<file path="src/rtl/uart_pkg.sv">
// Shared definitions for the 2-byte UART command protocol: FSM encoding,
// command-byte layout and the default bit period.
package uart_pkg;

    localparam int DEFAULT_BR = 434;

    localparam int   CMD_RW_BIT = 7;
    localparam logic CMD_WRITE  = 1'b1;
    localparam logic CMD_READ   = 1'b0;

    typedef enum logic [3:0] {
        IDLE,
        WAIT_DATA,
        WR,
        RD_REQ,
        RD_LATCH,
        TX_START,
        TX_DATA,
        TX_PARITY,
        TX_STOP
    } state_e;

endpackage

</file>
<file path="src/rtl/uart_rx_byte.sv">
// UART byte receiver: 2-flop synchronizer, start-bit validation at half a bit,
// mid-bit sampling; emits a one-cycle byte_vld with parity and stop status.
module uart_rx_byte
    import uart_pkg::*;
#(
    parameter int DATA_WIDTH = 8,
    parameter int BR         = DEFAULT_BR
) (
    input  logic                  clk,
    input  logic                  rst_n,
    input  logic                  en,
    input  logic                  rx,
    output logic                  byte_vld,
    output logic [DATA_WIDTH-1:0] byte_data,
    output logic                  parity_ok,
    output logic                  stop_ok,
    output logic                  rx_active
);

    localparam int             CW      = $clog2(BR);
    localparam logic [CW-1:0]  HALF    = CW'(BR / 2 - 1);
    localparam logic [CW-1:0]  LAST    = CW'(BR - 1);
    localparam logic [3:0]     PAR_IDX = 4'(DATA_WIDTH);

    typedef enum logic [1:0] {RX_IDLE, RX_START, RX_BITS} rx_state_e;

    rx_state_e             rx_state_q, rx_state_d;
    logic                  sync1_q, sync1_d, sync2_q, sync2_d, prev_q, prev_d;
    logic [CW-1:0]         cnt_q, cnt_d;
    logic [3:0]            bit_q, bit_d;
    logic [DATA_WIDTH-1:0] shift_q, shift_d;
    logic                  par_q, par_d;
    logic                  vld_q, vld_d;
    logic                  pok_q, pok_d, sok_q, sok_d;

    always_comb begin
        // NOTE: every variable gets a default first so no path can infer a latch.
        sync1_d    = rx;
        sync2_d    = sync1_q;
        prev_d     = sync2_q;
        rx_state_d = rx_state_q;
        cnt_d      = cnt_q;
        bit_d      = bit_q;
        shift_d    = shift_q;
        par_d      = par_q;
        vld_d      = 1'b0;
        pok_d      = pok_q;
        sok_d      = sok_q;

        case (rx_state_q)
            RX_IDLE: begin
                if (prev_q && !sync2_q) begin
                    rx_state_d = RX_START;
                    cnt_d      = '0;
                end
            end
            RX_START: begin
                if (cnt_q == HALF) begin
                    cnt_d      = '0;
                    bit_d      = '0;
                    rx_state_d = sync2_q ? RX_IDLE : RX_BITS;
                end else begin
                    cnt_d = cnt_q + 1'b1;
                end
            end
            RX_BITS: begin
                if (cnt_q == LAST) begin
                    cnt_d = '0;
                    bit_d = bit_q + 4'd1;
                    if (bit_q < PAR_IDX) begin
                        shift_d = {sync2_q, shift_q[DATA_WIDTH-1:1]};
                    end else if (bit_q == PAR_IDX) begin
                        par_d = sync2_q;
                    end else begin
                        vld_d      = 1'b1;
                        pok_d      = ((^shift_q) == par_q);
                        sok_d      = sync2_q;
                        rx_state_d = RX_IDLE;
                    end
                end else begin
                    cnt_d = cnt_q + 1'b1;
                end
            end
            default: rx_state_d = RX_IDLE;
        endcase

        // Disabled while transmitting: any partial reception is dropped.
        if (!en) begin
            rx_state_d = RX_IDLE;
        end
    end

    always_ff @(posedge clk or negedge rst_n) begin
        if (!rst_n) begin
            rx_state_q <= RX_IDLE;
            sync1_q    <= 1'b1;
            sync2_q    <= 1'b1;
            prev_q     <= 1'b1;
            cnt_q      <= '0;
            bit_q      <= '0;
            shift_q    <= '0;
            par_q      <= 1'b0;
            vld_q      <= 1'b0;
            pok_q      <= 1'b0;
            sok_q      <= 1'b0;
        end else begin
            // NOTE: non-blocking assignments so every flop samples pre-edge values.
            rx_state_q <= rx_state_d;
            sync1_q    <= sync1_d;
            sync2_q    <= sync2_d;
            prev_q     <= prev_d;
            cnt_q      <= cnt_d;
            bit_q      <= bit_d;
            shift_q    <= shift_d;
            par_q      <= par_d;
            vld_q      <= vld_d;
            pok_q      <= pok_d;
            sok_q      <= sok_d;
        end
    end

    assign byte_vld  = vld_q;
    assign byte_data = shift_q;
    assign parity_ok = pok_q;
    assign stop_ok   = sok_q;
    assign rx_active = (rx_state_q == RX_BITS);

endmodule

</file>
<file path="src/rtl/uart_cmd_slave.sv">
// UART command responder: decodes write/read command frames into register-file
// strobes and returns read data on tx with the same framing (half duplex).
module uart_cmd_slave
    import uart_pkg::*;
#(
    parameter int DATA_WIDTH   = 8,
    parameter int ADDR_WIDTH   = 7,
    parameter int BR           = DEFAULT_BR,
    parameter int TIMEOUT_BITS = 20
) (
    input  logic                  clk,
    input  logic                  rst_n,
    input  logic                  rx,
    output logic                  tx,
    output logic [ADDR_WIDTH-1:0] reg_addr,
    output logic                  reg_wr_en,
    output logic [DATA_WIDTH-1:0] reg_wr_data,
    output logic                  reg_rd_en,
    input  logic [DATA_WIDTH-1:0] reg_rd_data,
    output logic                  frame_err,
    output logic                  busy
);

    localparam int             CW       = $clog2(BR);
    localparam logic [CW-1:0]  LAST     = CW'(BR - 1);
    localparam logic [3:0]     LAST_BIT = 4'(DATA_WIDTH - 1);
    localparam int             TO_LIMIT = TIMEOUT_BITS * BR;
    localparam int             TW       = $clog2(TO_LIMIT + 1);
    localparam logic [TW-1:0]  TO_MAX   = TW'(TO_LIMIT);

    state_e                state_q, state_d;
    logic                  tx_q, tx_d;
    logic [ADDR_WIDTH-1:0] addr_q, addr_d;
    logic                  wr_en_q, wr_en_d, rd_en_q, rd_en_d, err_q, err_d;
    logic [DATA_WIDTH-1:0] wr_data_q, wr_data_d;
    logic                  busy_q, busy_d;
    logic [CW-1:0]         baud_q, baud_d;
    logic [3:0]            bit_q, bit_d;
    logic [DATA_WIDTH-1:0] shift_q, shift_d;
    logic                  par_q, par_d;
    logic [TW-1:0]         to_q, to_d;

    logic                  rx_en, byte_vld, parity_ok, stop_ok, rx_active, byte_ok;
    logic [DATA_WIDTH-1:0] byte_data;

    assign rx_en   = (state_q == IDLE) || (state_q == WAIT_DATA);
    assign byte_ok = byte_vld && parity_ok && stop_ok;

    uart_rx_byte #(
        .DATA_WIDTH (DATA_WIDTH),
        .BR         (BR)
    ) u_rx (
        .clk        (clk),
        .rst_n      (rst_n),
        .en         (rx_en),
        .rx         (rx),
        .byte_vld   (byte_vld),
        .byte_data  (byte_data),
        .parity_ok  (parity_ok),
        .stop_ok    (stop_ok),
        .rx_active  (rx_active)
    );

    always_comb begin
        state_d   = state_q;
        tx_d      = tx_q;
        addr_d    = addr_q;
        wr_en_d   = 1'b0;
        rd_en_d   = 1'b0;
        err_d     = 1'b0;
        wr_data_d = wr_data_q;
        baud_d    = baud_q;
        bit_d     = bit_q;
        shift_d   = shift_q;
        par_d     = par_q;
        to_d      = to_q;

        case (state_q)
            IDLE: begin
                if (byte_vld) begin
                    if (!byte_ok) begin
                        err_d = 1'b1;
                    end else begin
                        addr_d = byte_data[ADDR_WIDTH-1:0];
                        if (byte_data[CMD_RW_BIT] == CMD_WRITE) begin
                            state_d = WAIT_DATA;
                            to_d    = '0;
                        end else if (byte_data[CMD_RW_BIT] == CMD_READ) begin
                            state_d = RD_REQ;
                            rd_en_d = 1'b1;
                        end
                    end
                end
            end
            WAIT_DATA: begin
                if (byte_vld) begin
                    if (byte_ok) begin
                        wr_data_d = byte_data;
                        wr_en_d   = 1'b1;
                        state_d   = WR;
                    end else begin
                        err_d   = 1'b1;
                        state_d = IDLE;
                    end
                end else if (!rx_active) begin
                    // Timer stops once byte1's start bit has been validated.
                    if (to_q == TO_MAX) begin
                        err_d   = 1'b1;
                        state_d = IDLE;
                    end else begin
                        to_d = to_q + 1'b1;
                    end
                end
            end
            WR:     state_d = IDLE;
            RD_REQ: state_d = RD_LATCH;
            RD_LATCH: begin
                shift_d = reg_rd_data;
                par_d   = ^reg_rd_data;
                tx_d    = 1'b0;
                baud_d  = '0;
                state_d = TX_START;
            end
            TX_START: begin
                if (baud_q == LAST) begin
                    baud_d  = '0;
                    bit_d   = '0;
                    tx_d    = shift_q[0];
                    shift_d = shift_q >> 1;
                    state_d = TX_DATA;
                end else begin
                    baud_d = baud_q + 1'b1;
                end
            end
            TX_DATA: begin
                if (baud_q == LAST) begin
                    baud_d = '0;
                    if (bit_q == LAST_BIT) begin
                        tx_d    = par_q;
                        state_d = TX_PARITY;
                    end else begin
                        bit_d   = bit_q + 4'd1;
                        tx_d    = shift_q[0];
                        shift_d = shift_q >> 1;
                    end
                end else begin
                    baud_d = baud_q + 1'b1;
                end
            end
            TX_PARITY: begin
                if (baud_q == LAST) begin
                    baud_d  = '0;
                    tx_d    = 1'b1;
                    state_d = TX_STOP;
                end else begin
                    baud_d = baud_q + 1'b1;
                end
            end
            TX_STOP: begin
                if (baud_q == LAST) begin
                    baud_d  = '0;
                    state_d = IDLE;
                end else begin
                    baud_d = baud_q + 1'b1;
                end
            end
            default: state_d = IDLE;
        endcase

        busy_d = (state_d != IDLE);
    end

    always_ff @(posedge clk or negedge rst_n) begin
        if (!rst_n) begin
            state_q   <= IDLE;
            tx_q      <= 1'b1;
            addr_q    <= '0;
            wr_en_q   <= 1'b0;
            rd_en_q   <= 1'b0;
            err_q     <= 1'b0;
            wr_data_q <= '0;
            busy_q    <= 1'b0;
            baud_q    <= '0;
            bit_q     <= '0;
            shift_q   <= '0;
            par_q     <= 1'b0;
            to_q      <= '0;
        end else begin
            state_q   <= state_d;
            tx_q      <= tx_d;
            addr_q    <= addr_d;
            wr_en_q   <= wr_en_d;
            rd_en_q   <= rd_en_d;
            err_q     <= err_d;
            wr_data_q <= wr_data_d;
            busy_q    <= busy_d;
            baud_q    <= baud_d;
            bit_q     <= bit_d;
            shift_q   <= shift_d;
            par_q     <= par_d;
            to_q      <= to_d;
        end
    end

    assign tx          = tx_q;
    assign reg_addr    = addr_q;
    assign reg_wr_en   = wr_en_q;
    assign reg_wr_data = wr_data_q;
    assign reg_rd_en   = rd_en_q;
    assign frame_err   = err_q;
    assign busy        = busy_q;

endmodule

</file>
<file path="config.mk">
export PLATFORM = sky130hd
export DESIGN_NAME = uart_cmd_slave
export DESIGN_NICKNAME = d
export VERILOG_FILES = /design/src/rtl/uart_pkg.sv /design/src/rtl/uart_rx_byte.sv /design/src/rtl/uart_cmd_slave.sv
export SDC_FILE = /design/constraint.sdc
export NUM_CORES = 1
export LEC_CHECK = 0
export CORE_MARGIN = 4
export CORE_UTILIZATION = 40
export CTS_CLUSTER_SIZE = 12
export DETAILED_ROUTE_END_ITERATION = 8
export GPL_ROUTABILITY_DRIVEN = 0
export PLACE_DENSITY = 0.67
export SETUP_SLACK_MARGIN = 0.2
export SLEW_MARGIN = 10
export SYNTH_ARGS = -nofsm -noshare
export SYNTH_HDL_FRONTEND = slang
export SYNTH_HIERARCHICAL = 1
export SYNTH_SLANG_ARGS = --single-unit
</file>
<file path="constraint.sdc">
create_clock -name clk -period 3 [get_ports clk]
set_clock_uncertainty 0.2 [all_clocks]
set_input_delay 0.6 -clock clk [delete_from_list [all_inputs] [get_ports clk]]
set_output_delay 0.6 -clock clk [all_outputs]
set_load 0.05 [all_outputs]
</file>
==> results of run 1 <==
-- through the flow --
step                utilization [%]  hold slack (ns)  instance area [sq um]  cells  total power (uW)
floorplan                         -           0.1044                   4862    474              1605
global placement              44.50           0.1497                   5323    641              1707
detailed placement            44.50           0.1503                   5323    641              1720
CTS                           47.05          0.06576                   5628    657              2870
global route                  47.05          0.08590                   5628    657              2991
finish                        47.05          0.05134                   5628    657              2829
-- path summary, 6_finish.rpt --
path | start | endpoint | slack (ns) | cells after the start
max | tx | tx | 0.54 | 1
min | rst_n | busy | 0.05 | 1
max reg2reg | u_rx/rx_state_q[0] | to_q[4] | 0.62 | 6
min reg2reg | u_rx/sync1_q | u_rx/prev_d | 0.16 | 0
max in group asynchronous | rst_n | u_rx/sync1_q | 1.85 | 2
min in group clk | u_rx/sync1_q | u_rx/prev_d | 0.16 | 0
-- flip-flops by register name, summed over array words and instances, names as in the netlist, 2 cells and up --
name,cells
u_rx/cnt_q,9
state_q,4
reg_addr,7
bit_q,4
u_rx/byte_data,8
u_rx/rx_state_q,2
to_q,14
shift_q,8
u_rx/bit_q,4
reg_wr_data,8
baud_q,9
-- cells by family after synthesis --
logic type / Yosys count / synth area share (%)
flip-flops: 90 / 46.42
buffers and inverters: 36 / 2.959
XOR/XNOR: 17 / 3.345
AND/OR/NAND/NOR: 183 / 21.08
AO/OA/AOI/OAI: 92 / 13.12
adder cells (fa/ha/maj): 14 / 3.603
multiplexers: 42 / 9.470
-- synthesized netlist by cell type, types with 6 or more instances --
cell	instances	area share, %
nor2_1	16	1.2
a21oi_1	15	1.5
a31oi_1	7	0.90
nand2_1	59	4.6
dfrtp_1	86	44
xnor2_1	14	2.5
buf_2	6	0.62
ha_1	14	3.6
or4_1	6	0.93
mux2i_1	10	2.1
o31ai_1	7	1.1
nand2b_1	6	0.77
o211ai_1	9	1.4
o21ai_0	18	1.9
mux2_2	27	6.3
or3_1	9	1.2
nand3_1	29	3.0
nor3_1	8	0.82
inv_1	22	1.7
clkbuf_1	7	0.54
and3_1	8	1.0
-- routing by layer --
| metal | GRT usage (%) | routed length (um) |
|---|---|---|
| met5 | 0 | 0 |
| met3 | 3.876 | 249 |
| met1 | 18.78 | 4499 |
| met4 | 3.370 | 58 |
| met2 | 24.33 | 4736 |
-- report_power, final --
part,leakage (uW),total [uW],internal [uW],switching [uW]
clock,0.000152,1140,669,469
sequential,0.00123,1280,1250,33.3
combinational,0.00112,411,154,258
total,0.00250,2830,2070,760
-- layout make-up --
cell class,instances,area (sq um)
clock buffers,10,239.0
clock inverters,6,66.31
fillers,1099,6334
inverters,23,87.58
multi-input cells,348,2461
flip-flops and latches,90,2257
well taps,147,183.9
repair buffers,33,332.8
-- cell usage in the layout, fill, tap and decap left out, types with 9 or more instances in the layout --
cell type	synthesis	routed
mux2_2	27	27
o211ai_1	9	9
dfrtp_1	86	86
inv_1	22	22
ha_1	14	14
o21ai_0	18	18
nand2_1	59	59
clkdlybuf4s50_1	0	29
clkbuf_16	0	9
nor2_1	16	16
xnor2_1	14	14
nand3_1	29	29
a21oi_1	15	15
or3_1	9	9
mux2i_1	10	10
==> summary.txt, run 1 <==
Yosys
  – Distinct cells, synth: 68
  – Mapped Area: 4862 sq um
  – Post-synth EDFFs: 0
  – Most common flop cell mapped by yosys: dfrtp_1
  – Syn avg cell area: 10.26 sq um
  – Syn Inst Count: 474
  – Seq cells post-synth: 90
  – Post-synthesis async set-or-reset flop share: 100.0%
  – Synthesis Warnings: 6
  – Syn_nets: 499
  – Sequential cell area fraction in the yosys report: 46.42%

Status
  – Outcome: complete, no violations

Timing
  – Period utilisation layout: 82.11%
  – Relative slew slack: 44.20%
  – RSZ-0062 raised after global routing: false
  – Final hold violation count: 0
  – Final slew viol count: 0
  – Final Setup Violations: 0
  – Setup tns final: 0 ns
  – Final WS setup: 0.5368 ns
  – Final Critical Period: 2.463 ns
  – Slew @ Worst Pin: 0.8306 ns
  – Fmax: 406.0 MHz

Clock tree
  – CTS Root Cell: clkbuf_16
  – PostCTS Resize Cnt: 0
  – CTS Buffer Depth: 2
  – Hold_buf cts: 0
  – Clock sink total: 90
  – Total CTS buffers: 9
  – Worst skew pair latency: 0.34 ns
  – Clock slew at reported path FFs: 0.07 ns
  – TritonCTS clock tree: yes
  – Post-CTS Setup Inserts: 0
  – H-tree levels: 3

Drt
  – Via count: 3639
  – Routed Antenna Nets: 0
  – Total routed wirelength: 9.544 mm
  – Via density: 5.539
  – DR WL/cell: 14.53 um
  – Drt pass-1 iters: 4
  – DRC errors left: 0
  – Iter 0 DRT Violations: 260

Finish
  – Number of diodes: 0
  – Nets@finish: 530
  – Share of cells above drive strength 1: 14.31%
  – Area Growth Syn to Fin: 15.75%

Global routing
  – GRT overflow: 0
  – Global-route wire length before repair: 17.06 mm
  – Vias in the first global route: 3623
  – Antenna violations before repair: 0
  – Largest net degree at the start of global routing: 49
  – All-Layer GR Usage: 14.52%

Placed design
  – DP Worst Slack: 0.6289 ns
  – Port bufs: 30
  – Final HPWL DP: 6.827 mm

Worst setup path
  – Data arrival time of the critical path: 1.66 ns
  – Crit path max-delay family: buffers and inverters
  – Critical path peak fanout: 2
  – Kind of critical path: reg2out
  – CP max stage cell: clkdlybuf4s50_1
  – Setup crit start kind: register
  – Worst path required time: 2.20 ns
  – Crit path cell chain: clkdlybuf4s50_1
  – CP Capture Type: output port
  – Sum of buffers and inverters on the critical path: 1
  – CP peak stage delay: 0.79 ns

Floorplanning
  – Die ar.: 13980 sq um
  – Initial Util: 40.65%
  – Core box area: 11960 sq um
  – Die width: 118.3 um
  – Row count: 40
  – Die Span Y: 118.3 um
  – # IOs: 31

Min path
  – Class of the worst hold path: in2async

Power
  – Peak supply drop: 325.2 uV
  – PD cells: 502.6 nW/um^2
  – Leak: 0.002505 uW

Job
  – MaxCap Viol Count: 0
(Power assumes the default switching activity.)
==> run 2: changes to the inputs <==
Clock period 3 ns to 2.3 ns, I/O delays scaled along.
==> run 2 against run 1 <==
Compared with the run above:
- die area unchanged
- final area increased by 10%
- setup slack worse by 0.35 ns
- combinational power is 110% higher
- total power rose by 41%
- sequential share of layout area fell by 3.7 points
- non-clock buffer count rose by 53
- clock-buffer cell count did not move
- sequential cell count unchanged
- critical endpoint is now busy
- largest cell class unchanged
- largest power group unchanged
- highest routed layer unchanged
==> summary.txt, run 2 (synthesis gave the netlist of run 1 again) <==
Status
  – Outcome: complete, no violations

Drt
  – DR WL/cell: 15.10 um (+3.9%)
  – Routed Antenna Nets: 0 (unchanged)
  – Via count: 3875 (+6.5%)
  – Drt pass-1 iters: 5 (+1)
  – Iter 0 DRT Violations: 266 (+2.3%)
  – Via density: 5.458 (-1.5%)
  – DRC errors left: 0 (unchanged)
  – Total routed wirelength: 10.72 mm (+12%)

Finish
  – Nets@finish: 583 (+10%)
  – Area Growth Syn to Fin: 27.74%
  – Share of cells above drive strength 1: 27.00% (+13 points)
  – Regs by FF count: to_q: 14 flops, baud_q: 9 flops, u_rx/cnt_q: 9 flops
  – Top reg by flops: to_q
  – Finished Layout Cells: 710 (+8.1%)
  – Commonest non-fill, non-tap cell in the layout: dfrtp_1
  – Largest register FFs: 14 (unchanged)
  – Most frequent cells in the layout: dfrtp_1 (81), nand2_1 (59), buf_4 (52)
  – Number of diodes: 0 (unchanged)

Worst setup path
  – Critical path peak fanout: 4 (+2)
  – Reg2reg start: to_q[4]
  – CP dominant cell by count: or4_4
  – Crit path cell chain: or4_4, or4_4, o21ai_4, nand4_1
  – Sum of buffers and inverters on the critical path: 0 (-1)
  – Crit path max-delay family: simple AND/OR/NAND/NOR gates
  – CP max stage cell: or4_4
  – Kind of critical path: reg2reg
  – Setup crit start kind: register
  – Worst path required time: 2.29 ns (+0.09 ns)
  – Reg2Reg Capture Point: busy
  – Data arrival time of the critical path: 2.10 ns (+0.44 ns)
  – FF-to-FF setup slack: 0.18 ns (-0.44 ns)
  – CP Capture Type: register
  – R2R depth: 4 (-2)
  – CP peak stage delay: 0.54 ns (-0.25 ns)

Clock tree
  – H-tree levels: 3 (unchanged)
  – Clock slew at reported path FFs: 0.06 ns (about the same)
  – Worst skew pair latency: 0.34 ns (about the same)
  – CTS Root Cell: clkbuf_16
  – CTS Buffer Depth: 2 (unchanged)
  – TritonCTS clock tree: yes
  – Clock sink total: 90 (unchanged)
  – Total CTS buffers: 9 (unchanged)

Global routing
  – All-Layer GR Usage: 15.58% (+1.1 points)
  – Antenna violations before repair: 0 (unchanged)
  – Largest net degree at the start of global routing: 45 (-8.2%)
  – GR Util met3: 4.019% (+0.14 points)
  – GRT overflow: 0 (unchanged)
  – Vias in the first global route: 3847 (+6.2%)
  – Global-route wire length before repair: 18.22 mm (+6.8%)
  – GRT busiest layer: met2
  – Met1 GRT Util: 19.72% (+0.94 points)
  – Met2 usage in global routing: 26.12% (+1.8 points)

Placed design
  – Dpl cells: 661 (+3.1%)
  – Final HPWL DP: 7.354 mm (+7.7%)
  – Port bufs: 30 (unchanged)

Floorplanning
  – Initial Util: 40.65% (unchanged)
  – Die ar.: 13980 sq um (unchanged)
  – Die width: 118.3 um (unchanged)
  – Die Span Y: 118.3 um (unchanged)
  – Row count: 40 (unchanged)
  – Core box area: 11960 sq um (unchanged)
  – # IOs: 31 (unchanged)

Timing
  – Relative slew slack: 65.72% (+22 points)
  – RSZ-0062 raised after global routing: true
  – Final slew viol count: 0 (unchanged)
  – Final Setup Violations: 0 (unchanged)
  – Final Critical Period: 2.117 ns
  – Fmax: 472.4 MHz
  – Slew @ Worst Pin: 0.5088 ns (-0.3218 ns)
  – Setup tns final: 0 ns (unchanged)
  – Final hold violation count: 0 (unchanged)
  – Period utilisation layout: 92.04%

Min path
  – Hold_sp: u_rx/sync1_q
  – Class of the worst hold path: reg2reg
  – Hold EP: u_rx/prev_d
  – Worst hold path depth: 0

Power
  – PD cells: 642.6 nW/um^2 (+28%)
  – Leak: 0.002823 uW (+13%)
  – Peak supply drop: 398.8 uV (+23%)
  – Overall power: 3991 uW (+41%)

Job
  – MaxCap Viol Count: 0 (unchanged)
-- run 2: final cells by class --
cell class	count	area, sq um
clock buffers	10	239.0
clock inverters	6	66.31
fillers	1057	5751
inverters	23	93.84
multi-input cells	348	2634
flip-flops and latches	90	2263
well taps	147	183.9
repair buffers	86	730.7
-- run 2: per-layer routing --
metal / vias up / share of wire [%]
li1: 1887 / -
met4: 0 / 1.6
met2: 68 / 51
met1: 1903 / 45
met5: - / 0
met3: 17 / 3.1
-- run 2: worst max path at each step --
| stage | startpoint | to | slack [ns] | depth (start not counted) |
|---|---|---|---|---|
| floorplan | u_rx/cnt_q[0] | u_rx/bit_q[3] | 0.19 | 7 |
| global placement | u_rx/cnt_q[0] | u_rx/bit_q[3] | 0.15 | 6 |
| detailed placement | u_rx/rx_state_q[0] | to_q[13] | 0.01 | 6 |
| CTS | u_rx/cnt_q[0] | u_rx/bit_q[3] | 0.18 | 6 |
| global route | to_q[4] | busy | 0.13 | 4 |
| finish | to_q[4] | busy | 0.18 | 4 |
-- run 2: per-stage QoR --
step           hold slack (ns)  util [%]  area, sq um  worst slack, ns
2_1_floorplan         -0.03559         -         4863           0.1868
3_3_place_gp            0.1463     45.73         5470           0.1457
5_1_grt                 0.1703     51.92         6211           0.1321
4_1_cts                 0.1626     49.32         5899           0.1775
6_report                0.1605     51.92         6211           0.1832
3_5_place_dp            0.1535     45.73         5470          0.01301
-- run 2: worst reg2reg max path, cell delays in order, from the launching register on --
cell and delay [ns]:
dfrtp_1 0.41, or4_4 0.52, or4_4 0.54, o21ai_4 0.18, nand4_1 0.12
-- run 2: what timing repair did --
action,4_1_cts,5_1_grt
pin swaps,5,12
endpoints found under the setup margin,43,42
setup buffers,13,19
resized for setup,29,33
endpoints found under the hold margin,18,0
hold buffers,1,0
-- run 2: report_power, final --
| group | leakage (uW) | total, uW | switching (uW) | internal [uW] |
|---|---|---|---|---|
| Sequential | 0.00123 | 1660 | 34.3 | 1630 |
| Clock | 0.000141 | 1480 | 614 | 871 |
| Combinational | 0.00146 | 846 | 450 | 396 |
==> run 3: changes to the inputs <==
Settings changed: SYNTH_HIERARCHICAL 1 to unset.
==> run 3 against run 2 <==
Compared with the run above:
- the run now ends with negative setup slack left
- critical path depth up 2
- sequential power barely moved
- via count decreased by 0.15%
- first-iteration DRC count shrank 47%
- clock power rose by 7%
- combinational power up 14%
- largest power group unchanged
==> summary.txt, run 3 <==
Status
  – Outcome: finished, violations left
  – Failing checks: negative setup slack

Worst setup path
  – CP max stage cell: or4_4
  – Crit path max-delay family: simple AND/OR/NAND/NOR gates
  – Data arrival time of the critical path: 2.36 ns (+0.26 ns)
  – Crit path cell chain: ha_4, or4b_4, nor2_4, and4_1, or4_4, or4_4
  – Setup crit start kind: register
  – CP dominant cell by count: or4_4
  – CP Capture Type: register
  – Sum of buffers and inverters on the critical path: 0 (unchanged)
  – Kind of critical path: reg2reg
  – CP peak stage delay: 0.53 ns (about the same)
  – Critical path peak fanout: 3 (-1)
  – Worst path required time: 2.31 ns (+0.02 ns)

Finish
  – FILL cells: 924 (-13%)
  – Top reg by flops: to_q
  – Regs by FF count: to_q: 14 flops, baud_q: 9 flops, u_rx.cnt_q: 9 flops
  – Largest register FFs: 14 (unchanged)
  – Multi-input logic area: 2706 sq um (+2.8%)
  – Most frequent cells in the layout: dfrtp_1 (86), nand2_1 (76), buf_4 (51)
  – FF/Latch Area: 2257 sq um (-0.28%)
  – Nets@finish: 597 (+2.4%)
  – Number of diodes: 0 (unchanged)
  – Share of cells above drive strength 1: 32.18% (+5.2 points)
  – Commonest non-fill, non-tap cell in the layout: dfrtp_1
  – Finished Layout Cells: 718 (+1.1%)
  – Area Growth Syn to Fin: 40.49%

Yosys
  – Sequential cell area fraction in the yosys report: 49.36% (+2.9 points)
  – Post-synth EDFFs: 0 (unchanged)
  – Syn Inst Count: 475 (+0.21%)
  – Top cells by count, synth: nand2_1 (88), dfrtp_1 (86), o21ai_0 (35), nor2_1 (27), xnor2_1 (21)
  – Synth top area cells: dfrtp_1 (47%), nand2_1 (7.2%), xnor2_1 (4.0%), o21ai_0 (3.8%), ha_1 (3.6%)
  – Syn avg cell area: 9.628 sq um (-6.1%)
  – Synthesis Warnings: 0 (-6)
  – Top-count cell post-synth: nand2_1
  – Seq cells post-synth: 90 (unchanged)
  – Most common flop cell mapped by yosys: dfrtp_1
  – Distinct cells, synth: 53 (-22%)
  – Post-synthesis async set-or-reset flop share: 100.0% (unchanged)
  – Cell taking the most area after synthesis: dfrtp_1
  – Syn_nets: 499 (unchanged)
  – Mapped Area: 4573 sq um (-5.9%)
  – Yosys top cell area share: 47.06% (+2.8 points)

Timing
  – Final Setup Violations: 3 (+3)
  – RSZ-0062 raised after global routing: true
  – Fmax: 425.7 MHz (-9.9%)
  – Relative slew slack: 65.26% (-0.46 points)
  – Setup tns final: -0.09804 ns (-0.09804 ns)
  – Final hold violation count: 0 (unchanged)
  – Final slew viol count: 0 (unchanged)
  – Final WS setup: -0.04925 ns (-0.2324 ns)
  – Final Critical Period: 2.349 ns (+0.2324 ns)
  – Slew @ Worst Pin: 0.5232 ns (+0.01432 ns)
  – Period utilisation layout: 102.1% (+10 points)

Clock tree
  – Worst skew pair latency: 0.34 ns (about the same)
  – Clock slew at reported path FFs: 0.06 ns (about the same)
  – CTS Root Cell: clkbuf_16
  – Total CTS buffers: 9 (unchanged)
  – Clock sink total: 90 (unchanged)
  – H-tree levels: 3 (unchanged)
  – TritonCTS clock tree: yes
  – CTS Buffer Depth: 2 (unchanged)

Global routing
  – Largest net degree at the start of global routing: 37 (-18%)
  – Antenna violations before repair: 0 (unchanged)
  – Vias in the first global route: 3867 (+0.52%)
  – Global-route wire length before repair: 18.02 mm (-1.1%)
  – GRT overflow: 0 (unchanged)
  – All-Layer GR Usage: 16.76% (+1.2 points)

Job
  – MaxCap Viol Count: 0 (unchanged)

Drt
  – Iter 0 DRT Violations: 141 (-47%)
  – DRC errors left: 0 (unchanged)
  – Via count: 3869 (-0.15%)
  – Routed Antenna Nets: 0 (unchanged)
  – Via density: 5.389 (-1.3%)
  – Total routed wirelength: 11.01 mm (+2.7%)
  – Drt pass-1 iters: 4 (-1)
  – DR WL/cell: 15.34 um (+1.6%)

Power
  – Peak supply drop: 834.7 uV (+110%)
  – Clock power share: 37.6% (+0.4 points)
  – Sequential power share: 39.6% (-2.0 points)
  – Int Power: 3038 uW (+5.0%)
  – Switching share of total power: 27.93% (+0.43 points)
  – Switch Pwr: 1177 uW (+7.2%)
  – PD cells: 656.0 nW/um^2 (+2.1%)
  – Combinational power share: 22.9% (+1.7 points)
  – Leak: 0.002991 uW (+5.9%)

Floorplanning
  – Die Span Y: 114.9 um (-2.8%)
  – Die width: 114.9 um (-2.8%)
  – Die ar.: 13210 sq um (-5.5%)
  – # IOs: 31 (unchanged)
  – Row count: 38 (-5.0%)
  – Core box area: 11030 sq um (-7.8%)
  – Initial Util: 41.46% (+0.81 points)

Placed design
  – Dpl cells: 682 (+3.2%)
  – Final HPWL DP: 7.388 mm (+0.47%)
  – Port bufs: 30 (unchanged)

Min path
  – Class of the worst hold path: reg2reg
==> run 3: cell types whose count changed after synthesis, sizes merged, moves of 5 or more <==
| cell | change |
|---|---|
| nand2 | +28 |
| inv | -6 |
| a31oi | -5 |
| nand4 | +7 |
| mux2 | -20 |
| nor2 | +11 |
| xnor2 | +7 |
| xor2 | +5 |
| o31ai | -5 |
| o21ai | +10 |
| o211ai | -7 |
| nand3 | -10 |
==> run 3: final timing paths <==
kind / start / endpoint / slack, ns / cells past startpoint
hold / removal: u_rx.sync1_q / u_rx.prev_d / 0.16 / 0
min in group asynchronous: rst_n / shift_q[1] / 0.40 / 2
hold reg to reg: u_rx.sync1_q / u_rx.prev_d / 0.16 / 0
setup reg to reg: baud_q[0] / busy / -0.05 / 6
max in group asynchronous: rst_n / to_q[1] / 0.83 / 3
setup / recovery: baud_q[0] / busy / -0.05 / 6
==> run 3: area by class of cell <==
type                    count  area share, %
multi-input cells         354          42.12
flip-flops and latches     90          35.13
repair buffers            101          14.06
clock buffers              10          3.564
well taps                 140          2.726
clock inverters             6          1.402
inverters                  17         0.9932
==> run 3: logic make-up (layout without fill, tap and decap cells) <==
logic type                 count (synthesis)  count (layout)  share of synthesized area [%]
and+or+nand+nor                          213             213                          23.48
xor gates and xnor gates                  28              28                          5.363
buffers and inverters                     31             134                          2.763
DFF                                       90              90                          49.36
adders and majority gates                 13              13                          3.557
muxes                                     23              23                          5.363
AOI/OAI and AO/OA                         77              77                          10.12
==> run 3: repair_timing <==
| item | 4_1_cts | 5_1_grt |
|---|---|---|
| setup buffers | 9 | 9 |
| pin swaps | 24 | 45 |
| hold buffers | 1 | 0 |
| gates cloned | 0 | 1 |
| hold endpoints to repair | 26 | 0 |
| setup endpoints to repair | 74 | 68 |
| gates resized for setup | 58 | 111 |
==> run 3: layer usage <==
layer	part of all wire, %	wire length (um)	up-vias	track usage (%)
met5	0	0	-	0
met4	1.9	212	0	6.260
met3	2.9	316	18	2.842
met2	51	5619	56	27.20
met1	44	4862	1907	22.57
li1	-	-	1888	-
==> run 3: power by group through the flow <==
| stage | Clock, uW | Sequential [uW] | Combinational (uW) |
|---|---|---|---|
| after floorplan | 0 | 1690 | 433 |
| after global placement | 0 | 1700 | 698 |
| after detailed placement | 0 | 1700 | 715 |
| after CTS | 1620 | 1660 | 768 |
| after global routing | 1690 | 1670 | 1050 |
| final | 1580 | 1670 | 964 |
==> run 3: per-stage QoR <==
step	total power (uW)	hold slack (ns)	utilization, %	cell area, sq um	setup WS (ns)
finish	4215	0.1565	58.25	6425	-0.04925
detailed placement	2414	0.1475	49.48	5458	-0.1388
CTS	4047	0.1565	54.33	5993	-0.06702
global route	4405	0.1646	58.25	6425	-0.1110
global placement	2394	0.1466	49.48	5458	-0.03892
floorplan	2124	-0.03559	-	4663	-0.3259
